[config.mk]
export PLATFORM = sky130hd
export DESIGN_NAME = inst_fetcher
export DESIGN_NICKNAME = d
export VERILOG_FILES = /design/src/rtl/inst_fetcher.sv
export SDC_FILE = /design/constraint.sdc
export NUM_CORES = 1
export LEC_CHECK = 0
export BUFFER_PORTS_ARGS = -buffer_cell sky130_fd_sc_hd__buf_2
export CORE_AREA = 4 4 303 305
export DETAILED_ROUTE_END_ITERATION = 8
export DIE_AREA = 0 0 307 309
export PLACE_DENSITY = 0.52
export SLEW_MARGIN = 25
export SYNTH_ARGS = -nofsm -noshare
export SYNTH_HDL_FRONTEND = slang
export SYNTH_SLANG_ARGS = --single-unit
[constraint.sdc]
create_clock -name clk_in -period 12.8 [get_ports clk_in]
set_input_delay 0 -clock clk_in [delete_from_list [all_inputs] [get_ports clk_in]]
set_output_delay 0 -clock clk_in [all_outputs]
set_load 0.02 [all_outputs]
[src/rtl/inst_fetcher.sv]
// Instruction fetch front end: owns the fetch PC, keeps one I-cache request in flight,
// pre-decodes responses for the branch predictor and queues them in the FOQ.
// Define FETCH_RVC_EN to enable compressed (16-bit) pre-decode and 2-byte PC steps.
module inst_fetcher #(
  parameter logic [31:0] RESET_PC  = 32'h0,
  parameter int          FOQ_DEPTH = 8,
  parameter int          FOQ_W     = 3
) (
  input  logic        clk_in,
  input  logic        rst_in,
  input  logic        rdy_in,
  output logic        ic_req_valid,
  output logic [31:0] ic_req_addr,
  input  logic        ic_resp_valid,
  input  logic [31:0] ic_resp_data,
  output logic        branch,
  output logic [31:0] imm,
  output logic        inst_length,
  output logic [31:0] pc_out,
  output logic        foq_full,
  input  logic        need_branch,
  input  logic [31:0] branch_addr,
  input  logic        predict_fail,
  input  logic [31:0] fail_addr,
  input  logic        deq_ready,
  output logic        deq_valid,
  output logic [31:0] deq_inst,
  output logic [31:0] deq_pc,
  output logic        deq_pred
);

  typedef enum logic [1:0] {S_FETCH, S_HOLD, S_DRAIN} state_e;

  typedef struct packed {
    logic [31:0] inst;
    logic [31:0] pc;
    logic        pred;
  } foq_entry_t;

  localparam logic [FOQ_W:0] DEPTH_C = (FOQ_W+1)'(FOQ_DEPTH);

  state_e           state_q, state_d;
  logic [31:0]      pc_q, pc_d;
  logic [31:0]      drain_addr_q, drain_addr_d;
  logic [FOQ_W-1:0] wr_ptr_q, wr_ptr_d, rd_ptr_q, rd_ptr_d;
  logic [FOQ_W:0]   count_q, count_d;
  foq_entry_t       foq_q [FOQ_DEPTH];

  logic        is_rvc, is_br, is_jmp;
  logic [31:0] br_imm, jmp_imm, pc_step, next_pc;
  logic        push, pop;
  foq_entry_t  push_entry;

  // Pre-decode of the response word; only meaningful while a response is being pushed.
  // NOTE: every always_comb output gets a default first so no path can infer a latch.
  always_comb begin
    is_rvc  = 1'b0;
    is_br   = (ic_resp_data[6:0] == 7'b1100011);
    is_jmp  = (ic_resp_data[6:0] == 7'b1101111);
    br_imm  = {{20{ic_resp_data[31]}}, ic_resp_data[7], ic_resp_data[30:25],
               ic_resp_data[11:8], 1'b0};
    jmp_imm = {{12{ic_resp_data[31]}}, ic_resp_data[19:12], ic_resp_data[20],
               ic_resp_data[30:21], 1'b0};
`ifdef FETCH_RVC_EN
    if (ic_resp_data[1:0] != 2'b11) begin
      is_rvc  = 1'b1;
      // Quadrant 01: funct3 110/111 are C.BEQZ/C.BNEZ, 001/101 are C.JAL/C.J.
      is_br   = (ic_resp_data[1:0] == 2'b01) && (ic_resp_data[15:14] == 2'b11);
      is_jmp  = (ic_resp_data[1:0] == 2'b01) && (ic_resp_data[14:13] == 2'b01);
      br_imm  = {{23{ic_resp_data[12]}}, ic_resp_data[12], ic_resp_data[6:5],
                 ic_resp_data[2], ic_resp_data[11:10], ic_resp_data[4:3], 1'b0};
      jmp_imm = {{20{ic_resp_data[12]}}, ic_resp_data[12], ic_resp_data[8],
                 ic_resp_data[10:9], ic_resp_data[6], ic_resp_data[7], ic_resp_data[2],
                 ic_resp_data[11], ic_resp_data[5:3], 1'b0};
    end
`endif
    pc_step = is_rvc ? 32'd2 : 32'd4;
    if (is_br && need_branch) next_pc = branch_addr;
    else if (is_jmp)          next_pc = pc_q + jmp_imm;
    else                      next_pc = pc_q + pc_step;
  end

  assign push = rdy_in && !predict_fail && (state_q == S_FETCH) && ic_resp_valid;
  assign pop  = rdy_in && !predict_fail && deq_ready && (count_q != '0);

  assign push_entry.inst = is_rvc ? {16'h0, ic_resp_data[15:0]} : ic_resp_data;
  assign push_entry.pc   = pc_q;
  assign push_entry.pred = is_br ? need_branch : is_jmp;

  assign branch       = push && is_br;
  assign imm          = !push ? 32'h0 : is_br ? br_imm : is_jmp ? jmp_imm : 32'h0;
  assign inst_length  = !is_rvc;
  assign pc_out       = push ? pc_q : 32'h0;

  assign ic_req_valid = (state_q != S_HOLD);
  assign ic_req_addr  = (state_q == S_DRAIN) ? drain_addr_q : pc_q;

  assign foq_full  = (count_q == DEPTH_C);
  assign deq_valid = (count_q != '0);
  assign deq_inst  = foq_q[rd_ptr_q].inst;
  assign deq_pc    = foq_q[rd_ptr_q].pc;
  assign deq_pred  = foq_q[rd_ptr_q].pred;

  always_comb begin
    state_d      = state_q;
    pc_d         = pc_q;
    drain_addr_d = drain_addr_q;
    count_d      = count_q + {{FOQ_W{1'b0}}, push} - {{FOQ_W{1'b0}}, pop};
    wr_ptr_d     = push ? wr_ptr_q + FOQ_W'(1) : wr_ptr_q;
    rd_ptr_d     = pop  ? rd_ptr_q + FOQ_W'(1) : rd_ptr_q;
    if (predict_fail) begin
      pc_d     = fail_addr;
      count_d  = '0;
      wr_ptr_d = '0;
      rd_ptr_d = '0;
      // A request still in flight must be drained so its stale data never reaches the FOQ.
      if (state_q == S_FETCH && !ic_resp_valid) begin
        state_d      = S_DRAIN;
        drain_addr_d = pc_q;
      end else if (state_q == S_DRAIN && !ic_resp_valid) begin
        state_d = S_DRAIN;
      end else begin
        state_d = S_FETCH;
      end
    end else begin
      case (state_q)
        S_FETCH: if (ic_resp_valid) begin
          pc_d    = next_pc;
          state_d = (count_d == DEPTH_C) ? S_HOLD : S_FETCH;
        end
        S_HOLD:  if (count_d != DEPTH_C) state_d = S_FETCH;
        S_DRAIN: if (ic_resp_valid) state_d = S_FETCH;
        default: state_d = S_FETCH;
      endcase
    end
  end

  // NOTE: sequential state uses non-blocking assignments so every register samples pre-edge values.
  always_ff @(posedge clk_in or negedge rst_in) begin
    if (!rst_in) begin
      state_q      <= S_FETCH;
      pc_q         <= RESET_PC;
      drain_addr_q <= RESET_PC;
      count_q      <= '0;
      wr_ptr_q     <= '0;
      rd_ptr_q     <= '0;
    end else if (rdy_in) begin
      state_q      <= state_d;
      pc_q         <= pc_d;
      drain_addr_q <= drain_addr_d;
      count_q      <= count_d;
      wr_ptr_q     <= wr_ptr_d;
      rd_ptr_q     <= rd_ptr_d;
    end
  end

  // NOTE: FOQ storage is not reset; count_q gates every read, so contents are don't-care when empty.
  always_ff @(posedge clk_in) begin
    if (push) foq_q[wr_ptr_q] <= push_entry;
  end

endmodule

Word-level counts from Yosys, hierarchy flattened
Memory sizes are Yosys's and may differ from the RTL's.
Cells that the tools add are included.
Word-level totals
  output and inout port bits: 166
  register bits: 76
  RAM bits: 520
  memories: 1
  logic and storage cells: 72
Memory list
  foq_q: words 8, bits a word 65, rd ports 1, clocked after memory_dff 0, wr ports 1, line 47  | foq_entry_t foq_q [FOQ_DEPTH];
Operators by class
  reductions and logical operators: 22
  muxes and demuxes: 26
  equal/unequal tests: 11
  add/subtract/negate cells: 6
Operator list (number)
  2-to-1 mux 32 bit: 10
  adder 32 x 3 -> 32 bit, second input constant: 1
  adder 32 bit: 1
  == test 7 bit, second input constant: 2
  2-to-1 mux 2 bit: 6
  2-to-1 mux 3 bit: 4
  logical AND 1 bit: 9
  inequality test 3 bit, second input constant: 3
  == test 4 bit, second input constant: 2
  nonzero test 2 bit: 4
  adder 3 x 1 -> 3 bit, second input constant: 2
  one-hot mux 2 bit (3 select lines): 1
  AND reduction 3 bit: 2
  adder 4 x 1 -> 4 bit: 1
  2-to-1 mux 1 bit: 4
  2-to-1 mux 4 bit: 1
  inequality test 4 bit, second input constant: 1
  AND reduction 2 bit: 2
  AND reduction 4 bit: 1
  nonzero test 4 bit: 1
  subtractor 4 x 1 -> 4 bit: 1
  == test 2 x 1 -> 1 bit, second input constant: 1
  == test 2 bit, second input constant: 1
  zero test 1 bit: 2
  2 further kinds: 2

Depth between registers and ports, before layout
Gate-level depths: netlist of the first run.
  word-level depth: 11
  depth in mapped cells: 15
  mapped depth without buffers: 14

Least setup slack after synthesis of the first run
Ideal clock, no wire load.
  path kind: flip-flop to flip-flop
  start point: register state_q[1]
  end point: memory foq_q[0][0] in the netlist's numbering, enable pin
  setup slack: 4405 ps
  stages on the path, launching flop included: 7
  library setup time: 648 ps
  data arrival time: 7747 ps
  required time: 12152 ps
  period minus slack after synthesis: 8395 ps
  path through: dfrtp_1 > nor3b_1 > o21ai_0 > nor2_1 > clkinv_1 > clkbuf_1 > nor4_1
On the way
  cells in the longest elaborated chain, start to end: 5
Ends and longest elaborated chain
  from (decl): line 42  | state_e state_q, state_d;
  from (signal assigned): line 148  | state_q <= state_d;
  zero test 2 bit: line 83  | assign push = rdy_in && !predict_fail && (state_q == S_FETCH) && ic_resp_valid;
  logical AND 1 bit (2 in series): line 83
  2-to-1 mux 1 bit: line 159  | if (push) foq_q[wr_ptr_q] <= push_entry;
  2-to-1 mux 1 bit (not written as such): line 159
  to (decl): line 47
Every way passes these cells.

Final worst setup path of the first run
  start point: register pc_q[2]
  end point: register pc_q[21]
On the way
  cells in the longest elaborated chain, start to end: 6
Ends and longest elaborated chain
  from (decl): line 43  | logic [31:0] pc_q, pc_d;
  from (signal assigned): line 149  | pc_q <= pc_d;
  adder 32 x 3 -> 32 bit or adder 32 bit (tied branches): line 80, 79
  2-to-1 mux 32 bit *: line 79  | else if (is_jmp) next_pc = pc_q + jmp_imm;
  2-to-1 mux 32 bit *: line 78  | if (is_br && need_branch) next_pc = branch_addr;
  2-to-1 mux 32 bit *: line 127  | S_FETCH: if (ic_resp_valid) begin
  2-to-1 mux 32 bit *: line 126  | case (state_q)
  2-to-1 mux 32 bit *: line 111  | if (predict_fail) begin
Mark *: on every way between the ends. The rest lies on a longest branch, timed or not. The select of a mux whose other input is x is not followed.
A chain may end at the register's enable or synchronous reset.

==> impl_metrics.ini, run 1 <==
[floorplanning]
die_h_um = 309
io_pins = 269
dieArea_um2 = 94900
die_x_um = 307
num_rows = 110
initial_core_util_pct = 29.6
core_um2 = 89300

[worst_setup_path]
cp-start-kind = flip-flop
arrival_ns = 4.95
end_kind = flip-flop
crit_type = reg2reg
cp_data_required_time_ns = 13.35
crit_fanout = 17

[sta]
finalSetupViolations = 0
fin_crit_sh_pct = 34.4
finalSetupTns_ns = 0
finalClockSkew_ns = 0.0240
layout_min_cycle_time_ns = 4.41
holdWs_ns = 0.0307
slew_headroom_pct = 33.6
tightest_slew_ns = 0.996
rsz0062_at_grt = no
fmax_mhz = 227
drv_slew = 0
final_hold_viol_count = 0

[cells_and_area]
stdcell_count = 3223
fin_nets = 2135
nFillCells = 8432
drive_gt1_share_pct = 33.0
final_cell_area_um2 = 32300
area_growth_pct = 22.2
multiInputGateArea_um2 = 8430
register_area_um2 = 17500

[detailed_routing]
vias = 16361
drc = 0
drt-total-wl_mm = 80.2
routed_via_density = 5.08
drt-initial-drc-count = 1575
wl_per_cell_um = 24.9
ant_nets = 0
first_pass_iters = 5

[yosys]
synth.avg_cell_area_um2 = 16.2
synth_cell_types = 67
synth_ff_type = edfxtp_1
synth_area_um2 = 26500
synth-seq-area-share_pct = 66.2
syn_inst = 1632
synth_seq_cells = 596
yosys_warnings = 0
synth.net_count = 1776
synth_edf_count = 520
async_flop_share_pct = 12.8

[global_routing]
first_global_vias = 16558
antenna_found_initial = 9
grt-ovfl-total = 0
track_usage_pct = 16.7
grt_max_degree = 70
grt_pass1_wl_mm = 116

[placement]
routabilityCongestion = 0.884
place.port_buffers = 266
dp_hpwl_mm = 51.5
placed_cells = 2997
dpl_cell_area_um2 = 29200

[clocking]
insertion_delay_ns = 0.61
cts_resized = 0
cts_root_buf = clkbuf_16
cts_made_buffers = 67
clock_path_buffers = 3
clkTransAtPathRegs_ns = 0.06
cts_tree = yes
clock_sinks = 596
htreeDepth = 3

[power_and_ir_drop]
clockPowerShare_pct = 31.3
switching_share_pct = 30.9
irDropWorstVdd_uv = 89.3
p_int_w = 0.00416
finalPower_w = 0.00602
power.leakage_nw = 11.3
power_frac_seq_pct = 41.3
p_sw_w = 0.00186
comb_power_share_pct = 27.4
power_density_nw_per_um2 = 186

[run_status]
status = finished clean

[hold_path]
min_path_type = in2reg

[job]
drv_cap = 0
registers in the layout, summed over array words and instances (netlist names):
| signal | flops |
|---|---|
| count_q | 4 |
| drain_addr_q | 32 |
| foq_q | 520 |
| pc_q | 32 |
| rd_ptr_q | 3 |
| state_q | 2 |
| wr_ptr_q | 3 |
synth_stat cells, types with 8 or more instances:
library cell / number / area share [%]
o22ai_1: 9 / 0.21
dfrtp_1: 76 / 7.2
buf_1: 15 / 0.21
nor2_1: 66 / 0.94
mux2_2: 124 / 5.3
nor3_1: 18 / 0.34
ha_1: 39 / 1.8
inv_1: 27 / 0.38
and2_1: 12 / 0.28
o21ai_0: 64 / 1.2
mux4_2: 130 / 11
clkbuf_1: 76 / 1.1
o21a_1: 9 / 0.26
a31oi_1: 9 / 0.21
edfxtp_1: 520 / 59
buf_4: 14 / 0.40
nor4_1: 8 / 0.19
nand4_1: 10 / 0.24
a211oi_1: 17 / 0.48
nand2_1: 76 / 1.1
and3_1: 47 / 1.1
a21o_1: 12 / 0.34
nor2b_1: 9 / 0.21
xnor2_1: 31 / 1.0
xor2_1: 20 / 0.66
a21oi_1: 85 / 1.6
nand3_1: 25 / 0.47
final timing paths:
path	endpoint	slack (ns)	start	depth (start not counted)
worst max-delay path	pc_q[21]$_DFFE_PN0P_	8.39	pc_q[2]$_DFFE_PN0P_	12
worst min-delay path	foq_q[4][64]$_DFFE_PP_	0.03	ic_resp_data[31]	1
worst max register to register	pc_q[21]$_DFFE_PN0P_	8.39	pc_q[2]$_DFFE_PN0P_	12
worst min register to register	drain_addr_q[9]$_DFFE_PN0P_	0.50	drain_addr_q[9]$_DFFE_PN0P_	1
max in group asynchronous	rd_ptr_q[2]$_DFFE_PN0P_	12.13	rst_in	3
min in group asynchronous	pc_q[31]$_DFFE_PN0P_	0.10	rst_in	3
layout by cell type, fill, tap and decap left out, types with 10 or more instances in the layout:
| cell type | instances |
|---|---|
| inv_1 | 27 |
| clkbuf_1 | 18 |
| a211oi_1 | 17 |
| nand4_1 | 10 |
| mux2_2 | 124 |
| and3_1 | 47 |
| buf_4 | 30 |
| a21o_1 | 12 |
| nor2_1 | 62 |
| edfxtp_1 | 520 |
| clkinv_1 | 14 |
| dlygate4sd3_1 | 101 |
| dfrtp_1 | 73 |
| nand3_1 | 25 |
| xnor2_1 | 31 |
| o21ai_0 | 63 |
| buf_2 | 265 |
| nand2_1 | 76 |
| and2_1 | 11 |
| xor2_1 | 20 |
| a21oi_1 | 85 |
| ha_1 | 39 |
| nor3_1 | 14 |
| mux4_2 | 130 |
| clkbuf_16 | 69 |
through the flow:
step | setup slack, ns | util, %
3_5_place_dp | 8.93 | 32.6
2_1_floorplan | 4.40 | -
4_1_cts | 8.49 | 36.2
6_report | 8.39 | 36.2
3_3_place_gp | 8.94 | 32.6
5_1_grt | 8.05 | 36.2
area by class of cell:
class / instances / area share, %
inverters: 28 / 0.325
repair buffers: 402 / 8.18
well taps: 1176 / 4.55
flip-flops and latches: 596 / 54.2
diodes: 4 / 0.0309
clock buffers: 89 / 5.63
clock inverters: 32 / 1.02
multi-input cells: 896 / 26.1
routing by layer:
metal  global-route usage (%)  up-vias  wire length, µm  share of wire, %
li1                         -     7176                -                 -
met1                     23.2     8468            35400                44
met2                     26.9      616            37600                47
met3                     3.02       99             5320               6.6
met4                     4.67        2             1870               2.3
met5                        0        -                7            0.0087
power by group through the flow:
stage          clock (W)  sequential [W]  combinational (W)
2_1_floorplan          0         0.00240            0.00117
3_3_place_gp           0         0.00252            0.00163
3_5_place_dp           0         0.00253            0.00164
4_1_cts          0.00193         0.00249            0.00169
5_1_grt          0.00202         0.00251            0.00178
6_report         0.00189         0.00249            0.00165
worst max-delay path: stages (launching register included):
cell and delay [ns]:
dfrtp_1 0.71, inv_1 0.20, fa_1 0.45, nor2b_1 0.26, o2111ai_1 0.17, a21oi_1 0.29
nor4_1 0.13, o31ai_1 0.82, a2111oi_0 0.25, a31oi_1 0.22, a21oi_1 0.10, o21ai_0 0.19
dlygate4sd3_1 0.56
cell families (layout without fill, tap and decap cells):
| group | Yosys count | after routing | share of synthesized area (%) |
|---|---|---|---|
| muxes | 256 | 256 | 16.4 |
| DFF | 596 | 596 | 66.2 |
| other | 2 | 6 | 0.0284 |
| AOI/OAI and AO/OA | 249 | 249 | 5.70 |
| adders and majority gates | 41 | 41 | 2.00 |
| buffers and inverters | 140 | 551 | 2.26 |
| and+or+nand+nor | 297 | 297 | 5.72 |
| xor gates and xnor gates | 51 | 51 | 1.69 |
repair_timing:
action	in CTS	in global routing
setup buffers	0	0
hold buffers	101	0
endpoints found under the hold margin	362	0
Power figures use the tool's default switching activity.
==> run 2: changes to the inputs <==
- PLACE_DENSITY: 0.52 -> 0.53
- clock period: 12.8 -> 3.72 ns (I/O delays scaled with it)
==> run 2 against run 1 <==
Compared with the run above:
- clock power grew to 3.3 times the previous value
- cell count grew 1.0%
- fmax grew 24%
- setup slack lost 8.2 ns
- critical endpoint unchanged
- first-iteration DRC count grew 7.1%
- sequential power grew to 3.3 times the previous value
- count of clock-buffer cells in the layout shrank 12
- combinational power grew to 3.7 times the previous value
- routed wire length grew 3.6%
- largest cell class unchanged
- flip-flop and latch count is the same
- via count grew 1.4%
==> impl_metrics.ini, run 2 (synthesis gave the netlist of run 1 again) <==
[run_status]
status = finished clean

[sta]
slew_headroom_pct = 45.2
finalSetupViolations = 0
layout_min_cycle_time_ns = 3.56
finalClockSkew_ns = 0.0216
final_hold_viol_count = 0
tightest_slew_ns = 0.813
fmax_mhz = 281
drv_slew = 0
fin_crit_sh_pct = 95.6

[clocking]
cts_root_buf = clkbuf_16
cts_tree = yes
clkTransAtPathRegs_ns = 0.07
clock_path_buffers = 3
cts_setup_buffers = 0
cts_made_buffers = 60
insertion_delay_ns = 0.63
htreeDepth = 2
clock_sinks = 596

[detailed_routing]
drt-total-wl_mm = 83.1
ant_nets = 0
routed_via_density = 5.10
first_pass_iters = 6
wl_per_cell_um = 25.5
drc = 0
drt-initial-drc-count = 1687
vias = 16593

[cells_and_area]
fin_nets = 2171
top_regs = foq_q: 520 flops, drain_addr_q: 32 flops, pc_q: 32 flops
stdcell_count = 3256
top_register = foq_q
area_growth_pct = 23.8
drive_gt1_share_pct = 35.0
largest_reg_flops = 520
final_cell_mix = edfxtp_1, buf_2, mux4_2
fin_util_pct = 36.7
mostFrequentLayoutCell = edfxtp_1

[placement]
dp_hpwl_mm = 54.1
placed_cells = 3040
place.port_buffers = 266
routabilityCongestion = 0.899

[floorplanning]
io_pins = 269
die_x_um = 307
dieArea_um2 = 94900
num_rows = 110
initial_core_util_pct = 29.6
die_h_um = 309
core_um2 = 89300

[worst_setup_path]
cp_data_required_time_ns = 4.22
end_kind = flip-flop
rr_endpoint = pc_q[21]$_DFFE_PN0P_
slowest_delay_ns = 0.58
critPathLaunch = pc_q[10]$_DFFE_PN0P_
arrival_ns = 4.05
crit_fanout = 8
r2r_cells = 12
crit_type = reg2reg
path_buf_inv = 2
crit_family = compound AO/OA/AOI/OAI gates
crit_path_end = pc_q[21]$_DFFE_PN0P_
reg2reg_slack_ns = 0.16
path_cells = ha_1, a21o_1, a311oi_1, nor2_1, nor4_1, o31ai_1, buf_4, a2111oi_0, a31oi_1, a21oi_1, o21ai_0, dlygate4sd3_1
path_depth = 12
cpMaxStageDelayCell = dlygate4sd3_1
r2r-start = pc_q[10]$_DFFE_PN0P_
cp-start-kind = flip-flop

[power_and_ir_drop]
p_sw_w = 0.00639
power_frac_seq_pct = 40.4
finalPower_w = 0.0206
power_density_nw_per_um2 = 627
comb_power_share_pct = 29.5
p_int_w = 0.0142
irDropWorstVdd_uv = 398
clockPowerShare_pct = 30.1
switching_share_pct = 31.1
power.leakage_nw = 11.5

[global_routing]
grt-ovfl-total = 0
grt_max_degree = 50
first_global_vias = 17144
antenna_found_initial = 4
grt_pass1_wl_mm = 121
track_usage_pct = 17.3

[job]
drv_cap = 0

[hold_path]
min_path_type = in2async
-- run 2: power groups by stage --
stage | Sequential, W | Clock [W] | Combinational (W)
after floorplan | 0.00826 | 0 | 0.00403
after global routing | 0.00836 | 0.00662 | 0.00654
final | 0.00830 | 0.00620 | 0.00606
after global placement | 0.00841 | 0 | 0.00598
after CTS | 0.00831 | 0.00633 | 0.00617
after detailed placement | 0.00845 | 0 | 0.00599
-- run 2: through the flow --
step                      worst slack [ns]  instance area [µm²]  setup TNS, ns  hold WS, ns
after floorplan                     -0.570                26500         -84.93       -0.296
after detailed placement             0.478                29700              0        0.129
final                                0.163                32800              0     0.000856
after global routing              -0.00712                32800       -0.00712       0.0146
after CTS                           0.0708                32700              0      0.00337
after global placement               0.570                29700              0        0.120
-- run 2: per-layer routing --
layer | part of all wire, % | wire length, µm | vias up | GRT usage [%]
met4 | 1.8 | 1490 | 2 | 3.37
met5 | 0.0084 | 7 | - | 0
met3 | 6.2 | 5150 | 90 | 2.52
li1 | - | - | 7225 | -
met1 | 45 | 37100 | 8676 | 24.6
met2 | 47 | 39300 | 600 | 28.4
-- run 2: final cells by class --
type	instances	area, µm²
Inverter	28	106
Clock inverter	35	413
Antenna cell	3	7.51
Multi-Input combinational cell	896	8510
Fill cell	8385	56600
Clock buffer	77	1600
Tap cell	1176	1470
Timing Repair Buffer	445	3130
Sequential cell	596	17500
-- run 2: worst min-delay path by stage --
stage	from	endpoint	slack (ns)	cells past startpoint
final	rst_in	state_q[0]$_DFFE_PN0P_	0.0009	2
after global routing	ic_resp_data[31]	foq_q[7][64]$_DFFE_PP_	0.01	2
after CTS	deq_ready	rd_ptr_q[0]$_DFFE_PN0P_	0.003	4
after detailed placement	rst_in	drain_addr_q[16]$_DFFE_PN0P_	0.13	1
after global placement	rst_in	drain_addr_q[16]$_DFFE_PN0P_	0.12	1
after floorplan	rst_in	count_q[0]$_DFFE_PN0P_	-0.30	0
-- run 2: worst register-to-register path, cell delays in order, from the launching register on --
cell	delay, ns
dfrtp_1	0.39
ha_1	0.38
a21o_1	0.20
a311oi_1	0.27
nor2_1	0.14
nor4_1	0.38
o31ai_1	0.14
buf_4	0.17
a2111oi_0	0.38
a31oi_1	0.08
a21oi_1	0.20
o21ai_0	0.11
dlygate4sd3_1	0.58
-- run 2: repair_timing --
item                       4_1_cts  5_1_grt
setup endpoints to repair        0        7
hold buffers                   101        0
hold endpoints to repair       337        0
resized for setup                0       11
